File: src/rtl/regfile_wb_scheduler_pkg.sv
// regfile_wb_scheduler_pkg: shared widths, x0 constant and writeback request struct
package regfile_wb_scheduler_pkg;
  localparam int XLEN = 32;
  localparam int NREGS = 32;
  localparam logic [4:0] REG_X0 = 5'd0;
  typedef struct packed {
    logic            valid;
    logic [4:0]      rd;
    logic [XLEN-1:0] data;
  } wb_req_t;
endpackage

File: src/rtl/regfile_wb_arbiter.sv
// regfile_wb_arbiter: port0-priority writeback grant with port1 starvation override (clk, reset, wb0/wb1 valid in, gnt0/gnt1 out)
module regfile_wb_arbiter #(
  parameter int STARVE_MAX = 4
) (
  input  logic clk,
  input  logic reset,
  input  logic wb0_valid,
  input  logic wb1_valid,
  output logic gnt0,
  output logic gnt1
);
  localparam int CW = $clog2(STARVE_MAX + 1);
  localparam logic [CW-1:0] SMAX = CW'(STARVE_MAX);
  logic [CW-1:0] starve_cnt;
  always_comb begin
    gnt1 = !reset && wb1_valid && (!wb0_valid || starve_cnt == SMAX);
    gnt0 = !reset && wb0_valid && !gnt1;
  end
  always_ff @(posedge clk or posedge reset)
    if (reset) starve_cnt <= '0;
    else if (!wb1_valid || gnt1) starve_cnt <= '0;
    else if (starve_cnt != SMAX) starve_cnt <= starve_cnt + 1'b1;
endmodule

File: src/rtl/regfile_wb_scheduler.sv
// regfile_wb_scheduler: arbitrates two writeback ports onto the registered regfile write port and tracks pending writes (issue/rs queries in, busy/ready and rf_* out)
module regfile_wb_scheduler #(
  parameter int XLEN = 32,
  parameter int NREGS = 32,
  parameter int STARVE_MAX = 4
) (
  input  logic             clk,
  input  logic             reset,
  input  logic             issue_valid,
  input  logic [4:0]       issue_rd,
  output logic             issue_ready,
  input  logic [4:0]       rs1_addr,
  input  logic [4:0]       rs2_addr,
  output logic             rs1_busy,
  output logic             rs2_busy,
  input  logic             wb0_valid,
  input  logic [4:0]       wb0_rd,
  input  logic [XLEN-1:0]  wb0_data,
  output logic             wb0_ready,
  input  logic             wb1_valid,
  input  logic [4:0]       wb1_rd,
  input  logic [XLEN-1:0]  wb1_data,
  output logic             wb1_ready,
  output logic             rf_we,
  output logic [4:0]       rf_waddr,
  output logic [XLEN-1:0]  rf_wdata,
  output logic [NREGS-1:0] pending
);
  import regfile_wb_scheduler_pkg::*;
  logic gnt0, gnt1;
  wb_req_t sel;
  logic [NREGS-1:0] set_mask, clr_mask;
  regfile_wb_arbiter #(.STARVE_MAX(STARVE_MAX)) u_arb (
    .clk(clk),
    .reset(reset),
    .wb0_valid(wb0_valid),
    .wb1_valid(wb1_valid),
    .gnt0(gnt0),
    .gnt1(gnt1)
  );
  always_comb begin
    wb0_ready = gnt0;
    wb1_ready = gnt1;
    sel = gnt1 ? wb_req_t'{1'b1, wb1_rd, wb1_data} : wb_req_t'{gnt0, wb0_rd, wb0_data};
    rs1_busy = pending[rs1_addr];
    rs2_busy = pending[rs2_addr];
    issue_ready = !reset && !(pending[issue_rd] && issue_rd != REG_X0);
    set_mask = (issue_valid && issue_ready && issue_rd != REG_X0) ? NREGS'(1) << issue_rd : '0;
    clr_mask = (rf_we && pending[rf_waddr]) ? NREGS'(1) << rf_waddr : '0;
  end
  always_ff @(posedge clk or posedge reset)
    if (reset) begin
      rf_we    <= 1'b0;
      rf_waddr <= REG_X0;
      rf_wdata <= '0;
      pending  <= '0;
    end else begin
      rf_we   <= sel.valid && sel.rd != REG_X0;
      pending <= (pending & ~clr_mask) | set_mask;
      if (sel.valid) begin
        rf_waddr <= sel.rd;
        rf_wdata <= sel.data;
      end
    end
  assert property (@(posedge clk) disable iff (reset) rf_we |-> pending[rf_waddr]);
endmodule

File: config.mk
export PLATFORM = sky130hd
export DESIGN_NAME = regfile_wb_scheduler
export DESIGN_NICKNAME = d
export VERILOG_FILES = /design/src/rtl/regfile_wb_scheduler_pkg.sv /design/src/rtl/regfile_wb_arbiter.sv /design/src/rtl/regfile_wb_scheduler.sv
export SDC_FILE = /design/constraint.sdc
export NUM_CORES = 1
export LEC_CHECK = 0
export CAP_MARGIN = 5
export CORE_AREA = 5 5 94 139
export CTS_CLUSTER_DIAMETER = 30
export DETAILED_ROUTE_END_ITERATION = 16
export DIE_AREA = 0 0 99 144
export PLACE_DENSITY = 0.72
export RECOVER_POWER = 25
export SYNTH_ARGS = -nofsm -noshare
export SYNTH_HDL_FRONTEND = slang
export SYNTH_HIERARCHICAL = 1
export SYNTH_SLANG_ARGS = --single-unit
File: constraint.sdc
create_clock -name clk -period 5.7 [get_ports clk]
set_input_delay 1.14 -clock clk [delete_from_list [all_inputs] [get_ports clk]]
set_output_delay 1.14 -clock clk [all_outputs]
set_load 0.01 [all_outputs]
==> results.tsv <==
metric	value	unit
startpoint_type	input pin	
pre_cts_ws	0.694	ns
port_buffers	168	
p_leak	2.46	nW
layout_setup_ws	0.675	ns
rsz0062_at_grt	no	
fmax	0.199	GHz
die_h	144	um
cts.hold.buffers_added	0	
ys.flop_type	dfrtp_1	
avgSynthCellArea	10.4	um^2
seq_area_frac_synth	40.2	%
hp-start	u_arb/starve_cnt[2]	
finalPower	2.50	mW
grt_max_degree	78	
synth_edf_count	0	
slew_headroom	-15.6	%
grt_use_total	21.9	%
highest_layer	met4	
p_comb_share	40.4	%
ys_seq_elements	73	
ir_drop	0.139	mV
final.setup.tns	0	ns
pwr-share-clk	22.3	%
met2_length	7.58	mm
layout_commonest_cell	clkdlybuf4s50_1	
num_vias	4325	
antenna_found_initial	0	
synth_top_cell_by_area	dfrtp_1	
critical_path_class	in2out	
core	11800	um^2
layout-drive-gt1-share	9.26	%
wl_met1	5.42	mm
cp.arrival	3.89	ns
grt_pass1_wl	24.6	mm
drv_cap	1	
yosysUniqueCellTypes	50	
dp_hpwl	11.7	mm
cp.required	4.56	ns
cts_buffer_depth	2	
syn-cell-area	4540	um^2
finalCriticalPeriod	5.03	ns
p_switching	0.879	mW
cts_sinks	73	
p_int	1.62	mW
hp-class	reg2reg	
dr.pass1.iters	5	
finalHoldViolCount	0	
crit_chain	clkdlybuf4s50_1, mux4_2, nor2_1, a311oi_1, or4_4, nor2_1, clkdlybuf4s50_1	
crit_slowest_cell	clkdlybuf4s50_1	
max_slew.worst_pin.slew	1.73	ns
viasPerCell	5.79	
period_share	88.2	%
synth_area_leaders	dfrtp_1 (40%), mux4_2 (12%), mux2i_1 (11%)	
status	finished, violations left	
route.detailed.drc	0	
dieArea	14300	um^2
ys_warn_count	6	
seqPwrFrac	37.3	%
cts_setup_buffers	0	
diodes	0	
route.met3.wl	1.75	mm
area_delta_synth_final	44.6	%
cts_tree	built	
rows	49	
reg2reg_from	u_arb/starve_cnt[0]	
boundaryPins	169	
setup_viol	0	
clk_latency	0.33	ns
cts-resized-gates	0	
cts_root_buffer	clkbuf_16	
layout.nets	685	
violations	capacitance limit, slew limit	
die_w	99	um
drt-total-wl	15.4	mm
swShare	35.1	%
cts_buffers	9	
grt_pass1_vias	4600	
async_reset_ff_share	100	%
fin_worst_skew	0.00411	ns
synthCells	437	
p_per_area	381	nW/um^2
maxSlewViolCount	71	
gr-total-overflow	0	
clk_pin_slew	0.05	ns
initial_core_util	38.4	%
final_cell_mix	clkdlybuf4s50_1 (150), dfrtp_1 (73), o21ai_0 (65)	
crit_path_max_fanout	11	
nFillCells	1051	
drt_iter0_drc	288	
syn_nets	533	
ant_nets	0	
yosysTopAreaCellShare	40.2	%
h-tree-depth	3	
end_kind	output pin	
post_drt_wl_per_cell	20.6	um
routabilityCongestion	0.927	
timing.critical_path.from	issue_rd[1]	
slowest_delay	0.83	ns
## power by group through the flow
| stage | clock [mW] | sequential [mW] | combinational [mW] |
|---|---|---|---|
| 6_report | 0.558 | 0.934 | 1.01 |
| 5_1_grt | 0.589 | 0.961 | 1.09 |
| 4_1_cts | 0.567 | 0.932 | 1.03 |
| 3_5_place_dp | 0 | 0.936 | 1.02 |
| 3_3_place_gp | 0 | 0.940 | 1.00 |
| 2_1_floorplan | 0 | 0.886 | 0.497 |
## through the flow
| stage | hold slack (ns) | util (%) | cell area, um^2 | cells |
|---|---|---|---|---|
| floorplan | 0.483 | - | 4540 | 437 |
| global placement | 0.504 | 53.1 | 6290 | 731 |
| detailed placement | 0.517 | 53.1 | 6290 | 731 |
| CTS | 0.520 | 55.6 | 6580 | 747 |
| global route | 0.552 | 55.5 | 6570 | 747 |
| finish | 0.533 | 55.5 | 6570 | 747 |
## cells in the mapped netlist (2+ instances only)
cell type	instances
buf_6	2
a22oi_1	2
o211ai_1	2
o31ai_1	32
nand2b_1	6
o21ai_0	65
buf_8	3
nand2_1	53
nor2b_1	3
and2_1	2
mux2i_1	49
dfrtp_1	73
clkbuf_1	18
a311oi_1	4
and3_1	3
mux2_2	5
ha_1	2
nor4_1	3
a21oi_1	5
o22ai_1	3
nor2_1	11
buf_1	4
nand3b_1	4
nand3_1	8
o32ai_1	2
nand4_1	7
inv_1	12
buf_4	2
or3_1	2
a2111oi_0	3
mux4_2	25
buf_2	4
## flip-flops by register name (all words and copies together) (netlist names)
signal            flops
rf_waddr              5
u_arb/starve_cnt      3
pending              32
rf_wdata             32
rf_we                 1
## cell families after synthesis
| group | share of synthesized area [%] |
|---|---|
| AOI/OAI and AO/OA | 17.6 |
| and+or+nand+nor | 11.8 |
| muxes | 24.8 |
| DFF | 40.2 |
| buffers and inverters | 5.15 |
| adders and majority gates | 0.551 |
## cell type report
type	count	area (um^2)	share of cell area, %
tap	153	191	2.91
multi-input combinational	318	2490	37.9
sequential	73	1830	27.8
clock inverter	3	40.0	0.609
inverter	13	48.8	0.743
clock buffer	13	250	3.81
timing repair buffer	174	1720	26.2
## worst max-delay path, delay by kind of cell
kind                   cells  cell delay, ns
muxes                      1            0.58
buffers and inverters      2            1.37
AOI/OAI and AO/OA          1            0.05
and+or+nand+nor            3            0.74
## metal layers
layer,track usage [%],up-vias
li1,-,1964
met1,23.7,2062
met2,37.4,264
met3,8.69,35
met4,10.3,0
met5,0,-
## final timing paths
| path | end | slack (ns) | depth (start not counted) |
|---|---|---|---|
| hold / removal | u_arb/starve_cnt[2] | 0.53 | 1 |
| setup reg to reg | rf_we | 3.20 | 9 |
| setup / recovery | issue_ready | 0.67 | 7 |
| min in group asynchronous | u_arb/starve_cnt[0] | 1.28 | 2 |
| max in group asynchronous | pending[1] | 2.55 | 3 |
| hold reg to reg | u_arb/starve_cnt[2] | 0.53 | 1 |
Note: power is estimated with default switching activity, not from simulation.
